`src/rtl/alu_share_arbiter.sv`:
```
// -----------------------------------------------------------------------------
// alu_share_arbiter
//   Lets two issuing stages share one combinational 64-bit ALU. Each cycle at
//   most one request is granted, chosen round-robin. The ALU sits outside this
//   block. The granted request's operands drive the ALU in the same cycle, and
//   the ALU result is captured into that requester's 1-entry response register.
//
// Ports
//   clk_i, rst_ni              clock (rising edge), async active-low reset
//   reqK_valid_i/ready_o       K=0,1 request handshake (ready == grant)
//   reqK_op_i/a_i/b_i/tag_i    K=0,1 ALUCtrl code, operands, tag
//   rspK_valid_o/ready_i       K=0,1 response handshake
//   rspK_data_o/tag_o/err_o    K=0,1 result, echoed tag, unsupported-op flag
//   alu_in1_o/in2_o/ctrl_o     drive to the shared ALU (0 when idle)
//   alu_result_i               combinational ALU result
//   grant_cnt_o                total grants, wraps silently
// -----------------------------------------------------------------------------
module alu_share_arbiter #(
    parameter int DATA_W = 64,
    parameter int CTRL_W = 4,
    parameter int TAG_W  = 4,
    parameter int CNT_W  = 32
) (
    input  logic              clk_i,
    input  logic              rst_ni,
    input  logic              req0_valid_i,
    output logic              req0_ready_o,
    input  logic [CTRL_W-1:0] req0_op_i,
    input  logic [DATA_W-1:0] req0_a_i,
    input  logic [DATA_W-1:0] req0_b_i,
    input  logic [TAG_W-1:0]  req0_tag_i,
    input  logic              req1_valid_i,
    output logic              req1_ready_o,
    input  logic [CTRL_W-1:0] req1_op_i,
    input  logic [DATA_W-1:0] req1_a_i,
    input  logic [DATA_W-1:0] req1_b_i,
    input  logic [TAG_W-1:0]  req1_tag_i,
    output logic              rsp0_valid_o,
    input  logic              rsp0_ready_i,
    output logic [DATA_W-1:0] rsp0_data_o,
    output logic [TAG_W-1:0]  rsp0_tag_o,
    output logic              rsp0_err_o,
    output logic              rsp1_valid_o,
    input  logic              rsp1_ready_i,
    output logic [DATA_W-1:0] rsp1_data_o,
    output logic [TAG_W-1:0]  rsp1_tag_o,
    output logic              rsp1_err_o,
    output logic [DATA_W-1:0] alu_in1_o,
    output logic [DATA_W-1:0] alu_in2_o,
    output logic [CTRL_W-1:0] alu_ctrl_o,
    input  logic [DATA_W-1:0] alu_result_i,
    output logic [CNT_W-1:0]  grant_cnt_o
);

    logic              rsp0_valid_r, rsp1_valid_r;
    logic [DATA_W-1:0] rsp0_data_r, rsp1_data_r;
    logic [TAG_W-1:0]  rsp0_tag_r, rsp1_tag_r;
    logic              rsp0_err_r, rsp1_err_r;
    logic [CNT_W-1:0]  grant_cnt_r;
    logic              last_grant_r;   // 1 = req1 was granted last

    logic elig0_s, elig1_s;
    logic grant0_s, grant1_s;

    // A request is eligible if its response slot is empty or drains this cycle
    always_comb begin
        elig0_s = req0_valid_i && (!rsp0_valid_r || rsp0_ready_i);
        elig1_s = req1_valid_i && (!rsp1_valid_r || rsp1_ready_i);
    end

    // Round-robin pick: on a tie the requester not granted last time wins
    always_comb begin
        grant0_s = 1'b0;
        grant1_s = 1'b0;
        if (elig0_s && elig1_s) begin
            grant0_s = last_grant_r;
            grant1_s = !last_grant_r;
        end else begin
            grant0_s = elig0_s;
            grant1_s = elig1_s;
        end
    end

    // Route the winner's operands to the ALU; hold the ALU inputs at zero when idle
    always_comb begin
        alu_in1_o  = {DATA_W{1'b0}};
        alu_in2_o  = {DATA_W{1'b0}};
        alu_ctrl_o = {CTRL_W{1'b0}};
        if (grant0_s) begin
            alu_in1_o  = req0_a_i;
            alu_in2_o  = req0_b_i;
            alu_ctrl_o = req0_op_i;
        end else if (grant1_s) begin
            alu_in1_o  = req1_a_i;
            alu_in2_o  = req1_b_i;
            alu_ctrl_o = req1_op_i;
        end else begin
            alu_in1_o  = {DATA_W{1'b0}};
            alu_in2_o  = {DATA_W{1'b0}};
            alu_ctrl_o = {CTRL_W{1'b0}};
        end
    end

    // Arbitration history and total grant counter
    always_ff @(posedge clk_i or negedge rst_ni) begin
        if (!rst_ni) begin
            last_grant_r <= 1'b1;
            grant_cnt_r  <= {CNT_W{1'b0}};
        end else if (grant0_s || grant1_s) begin
            last_grant_r <= grant1_s;
            grant_cnt_r  <= grant_cnt_r + {{(CNT_W-1){1'b0}}, 1'b1};
        end else begin
            last_grant_r <= last_grant_r;
            grant_cnt_r  <= grant_cnt_r;
        end
    end

    // Response slot 0: a new grant overrides a same-cycle drain (no bubble)
    always_ff @(posedge clk_i or negedge rst_ni) begin
        if (!rst_ni) begin
            rsp0_valid_r <= 1'b0;
            rsp0_data_r  <= {DATA_W{1'b0}};
            rsp0_tag_r   <= {TAG_W{1'b0}};
            rsp0_err_r   <= 1'b0;
        end else if (grant0_s) begin
            rsp0_valid_r <= 1'b1;
            rsp0_data_r  <= alu_result_i;
            rsp0_tag_r   <= req0_tag_i;
            rsp0_err_r   <= req0_op_i[CTRL_W-1];
        end else if (rsp0_ready_i) begin
            rsp0_valid_r <= 1'b0;
        end else begin
            rsp0_valid_r <= rsp0_valid_r;
        end
    end

    // Response slot 1: same policy as slot 0
    always_ff @(posedge clk_i or negedge rst_ni) begin
        if (!rst_ni) begin
            rsp1_valid_r <= 1'b0;
            rsp1_data_r  <= {DATA_W{1'b0}};
            rsp1_tag_r   <= {TAG_W{1'b0}};
            rsp1_err_r   <= 1'b0;
        end else if (grant1_s) begin
            rsp1_valid_r <= 1'b1;
            rsp1_data_r  <= alu_result_i;
            rsp1_tag_r   <= req1_tag_i;
            rsp1_err_r   <= req1_op_i[CTRL_W-1];
        end else if (rsp1_ready_i) begin
            rsp1_valid_r <= 1'b0;
        end else begin
            rsp1_valid_r <= rsp1_valid_r;
        end
    end

    // Output mapping: the response fields come straight from their registers
    always_comb begin
        req0_ready_o = grant0_s;
        req1_ready_o = grant1_s;
        rsp0_valid_o = rsp0_valid_r;
        rsp0_data_o  = rsp0_data_r;
        rsp0_tag_o   = rsp0_tag_r;
        rsp0_err_o   = rsp0_err_r;
        rsp1_valid_o = rsp1_valid_r;
        rsp1_data_o  = rsp1_data_r;
        rsp1_tag_o   = rsp1_tag_r;
        rsp1_err_o   = rsp1_err_r;
        grant_cnt_o  = grant_cnt_r;
    end

endmodule
```
`config.mk`:
```
export PLATFORM = sky130hd
export DESIGN_NAME = alu_share_arbiter
export DESIGN_NICKNAME = d
export VERILOG_FILES = /design/src/rtl/alu_share_arbiter.sv
export SDC_FILE = /design/constraint.sdc
export NUM_CORES = 1
export LEC_CHECK = 0
export ABC_CLOCK_PERIOD_IN_PS = 6000
export CAP_MARGIN = 20
export CORE_AREA = 2 2 251 253
export CTS_CLUSTER_DIAMETER = 200
export CTS_CLUSTER_SIZE = 25
export DETAILED_ROUTE_END_ITERATION = 12
export DIE_AREA = 0 0 253 255
export MAX_ROUTING_LAYER = met4
export PLACE_DENSITY = 0.43
export RECOVER_POWER = 100
export SYNTH_ARGS = -nofsm -noshare
export SYNTH_HDL_FRONTEND = slang
export SYNTH_SLANG_ARGS = --single-unit
```
`constraint.sdc`:
```
create_clock -name clk_i -period 6 [get_ports clk_i]
set_clock_uncertainty 0.1 [all_clocks]
set_input_delay 1.5 -clock clk_i [delete_from_list [all_inputs] [get_ports clk_i]]
set_output_delay 1.5 -clock clk_i [all_outputs]
set_load 0.05 [all_outputs]
```
==> flow_summary_export.csv <==
group,metric,value,unit
finish,nets,1730,
global_routing,grt_pass1_wl,68.6,mm
clock_tree,clk_pin_slew_worst_paths,70,ps
logic_synthesis,synth_area_per_cell,10.7,sq um
die,die_h,255,um
critical_path,endpoint_kind,"output pin",
global_routing,grt_usage,15.9,%
detailed_routing,wl_per_cell,23.2,um
die,rows,92,
clock_tree,clk_latency,480,ps
detailed_routing,antenna_left,0,
finish,finish.utilization,26.5,%
logic_synthesis,ys_types,35,
critical_path,cp.required,4400,ps
pwr,ir_drop,0.000205,V
global_routing,grt_pass1_vias,8779,
logic_synthesis,synthMuxAreaShare,9.51,%
timing,final.period_utilization,92.8,%
die,num_io_pins,648,
global_routing,grt_max_degree,99,
logic_synthesis,synth_fa_ha_area_share,0.155,%
timing,clock.fmax,180,MHz
clock_tree,htree_levels,4,
timing,finalCriticalPeriod,5570,ps
timing,relSlewSlack,-76.1,%
clock_tree,clock_sinks,173,
detailed_routing,drt-total-wl,51.2,mm
place,port_buffers,647,
timing,worst_slew_pin_slew,2640,ps
place,place_congestion,0.904,
finish,drive_above_1_share,17.5,%
finish,area_growth,104,%
clock_tree,cts_made_buffers,17,
timing,fin_setup_tns,0,ps
die,core_area,0.0622,sq mm
logic_synthesis,synth_cells,755,
pwr,finalPower,6020,uW
detailed_routing,route.detailed.drc,0,
logic_synthesis,synth_simple_gate_area_share,15.2,%
detailed_routing,initialDrtViolationCount,412,
finish,layout_common_cells,"clkdlybuf4s50_1, nand2_1, dlygate4sd3_1, dfrtp_1, a22o_1",
logic_synthesis,synthTopCellsByArea,"dfrtp_1, a22o_1, nand2_1",
job,drv_cap,3,
status,violations,"max-capacitance violations, max-slew violations",
global_routing,antenna_found_initial,26,
logic_synthesis,yosysSeqAreaShare,53.8,%
detailed_routing,viasPerCell,3.88,
clock_tree,post_cts_buffers,0,
logic_synthesis,syn_area,0.00806,sq mm
timing,hold_violations,0,
critical_path,path_class,"primary input to output pin",
timing,slew_viol_final,235,
finish,final_common_cell,"clkdlybuf4s50_1",
clock_tree,clock_tree.root_cell,"clkbuf_16",
logic_synthesis,synth.ff_latch_count,173,
critical_path,crit_arrival,3970,ps
logic_synthesis,synth_compound_area_share,14.8,%
logic_synthesis,synth.top_cell.area_share,53.4,%
place,dp_hpwl,41.8,mm
die,dieArea,0.0645,sq mm
critical_path,cp_max_fo,52,
timing,finalWorstSetupSlack,432,ps
finish,fillCellCount,6634,
logic_synthesis,synth_nets,1098,
logic_synthesis,synth_top_family_by_area,"simple AND/OR/NAND/NOR gates",
timing,finalSetupViolCount,0,
logic_synthesis,netlist.top_cell.by_area,"dfrtp_1",
critical_path,cp-start-kind,"primary input",
logic_synthesis,synth-xor-area-share,3.37,%
global_routing,gr-total-overflow,0,
die,fp.dieW,253,um
logic_synthesis,yosysWarnings,0,
die,initial_core_util,13.0,%
clock_tree,cts_resized,0,
detailed_routing,vias,8579,
detailed_routing,drtPass1Iterations,5,
status,status,"complete, but fails checks",
timing,rsz0062_at_grt,"false",
pwr,p_per_area,366,mW/mm^2
clock_tree,cts_tree,"built",
place,place_ws,698,ps
pwr,p_leak,0.00722,uW
clock_tree,hold_buffers,0,
min_path,hold_path.class,"register to register",
clock_tree,clockBufferDepth,2,
[critical path, cell delays in order]
cell and delay [ps]:
dlygate4sd3_1 530, nand2b_1 300, nand2_1 240, o21ai_4 90
inv_6 250, buf_12 290, a22o_1 200, clkbuf_1 510
[final cells by class]
class / instances / area [sq um] / area share [%]
antenna: 11 / 27.5 / 0.167
clock buffer: 19 / 443 / 2.69
clock inverter: 13 / 156 / 0.950
inverter: 8 / 37.5 / 0.228
multi-input combinational: 524 / 3440 / 20.9
sequential: 173 / 4330 / 26.3
tap: 799 / 1000 / 6.07
timing repair buffer: 663 / 7040 / 42.7
[per-stage QoR]
step | std cells | hold slack, ps | instance area [sq um]
floorplan | 755 | 395 | 8060
global placement | 2167 | 357 | 16000
detailed placement | 2167 | 362 | 16000
CTS | 2199 | 380 | 16600
global route | 2210 | 384 | 16500
finish | 2210 | 365 | 16500
[cells by family (layout without fill, tap and decap cells)]
kind of cell    Yosys count  count (layout)
fa+ha+maj                 1               1
simple gates            286             286
compound gates          138             138
xor+xnor                 31              31
mux                      68              68
buf+inv                  58             703
other cells               0              11
flops                   173             173
[state kept, by name (all words and copies together) (netlist names)]
signal and cells:
rsp1_valid_o 1, rsp1_err_o 1, rsp1_data_o 64, grant_cnt_o 32, last_grant_r 1, rsp0_data_o 64
rsp0_err_o 1, rsp0_valid_o 1, rsp0_tag_o 4, rsp1_tag_o 4
[synth_stat cells]
master,n
and4_1,1
nand4_4,1
a22oi_2,1
nor4_4,1
nor2_1,15
ha_1,1
nand3_1,11
inv_1,6
buf_2,30
clkbuf_1,20
nand2b_1,2
nand3b_2,1
dfstp_2,1
and3_2,1
nand2b_2,1
nor3_1,4
o21ai_2,1
nor4b_1,1
and2_1,2
a22o_1,130
nor4_2,1
xnor2_1,15
nor2b_1,1
nand4_2,1
or3_1,1
and3_1,1
nand4_1,8
a21o_1,1
nor3_2,3
dfrtp_1,172
o21ai_0,5
nand2_1,229
inv_2,2
mux2_2,68
xor2_1,16
[path summary, 6_finish.rpt]
check	depth (start not counted)	slack, ps	end	start
max in group asynchronous	1	2510	rsp0_data_o[25]	rst_ni
worst max register to register	5	2780	rsp1_data_o[8]	rsp0_valid_o
worst max-delay path	8	430	alu_in2_o[29]	rsp1_ready_i
min in group asynchronous	1	1700	rsp0_data_o[16]	rst_ni
worst min-delay path	1	370	grant_cnt_o[31]	grant_cnt_o[31]
worst min register to register	1	370	grant_cnt_o[31]	grant_cnt_o[31]
[power breakdown]
part,total [uW],internal (uW),switching (uW)
Combinational,3270,1140,2130
Sequential,1600,1430,161
Clock,1160,632,528
Total,6020,3210,2820
[routing by layer]
metal  vias to the layer above  wire (um)  track usage [%]
li1                       3924          -                -
met1                      4182      20500             18.4
met2                       413      26100             26.2
met3                        60       3710             5.04
met4                         0        913             4.97
met5                         -          0                -
Power figures use the tool's default switching activity.
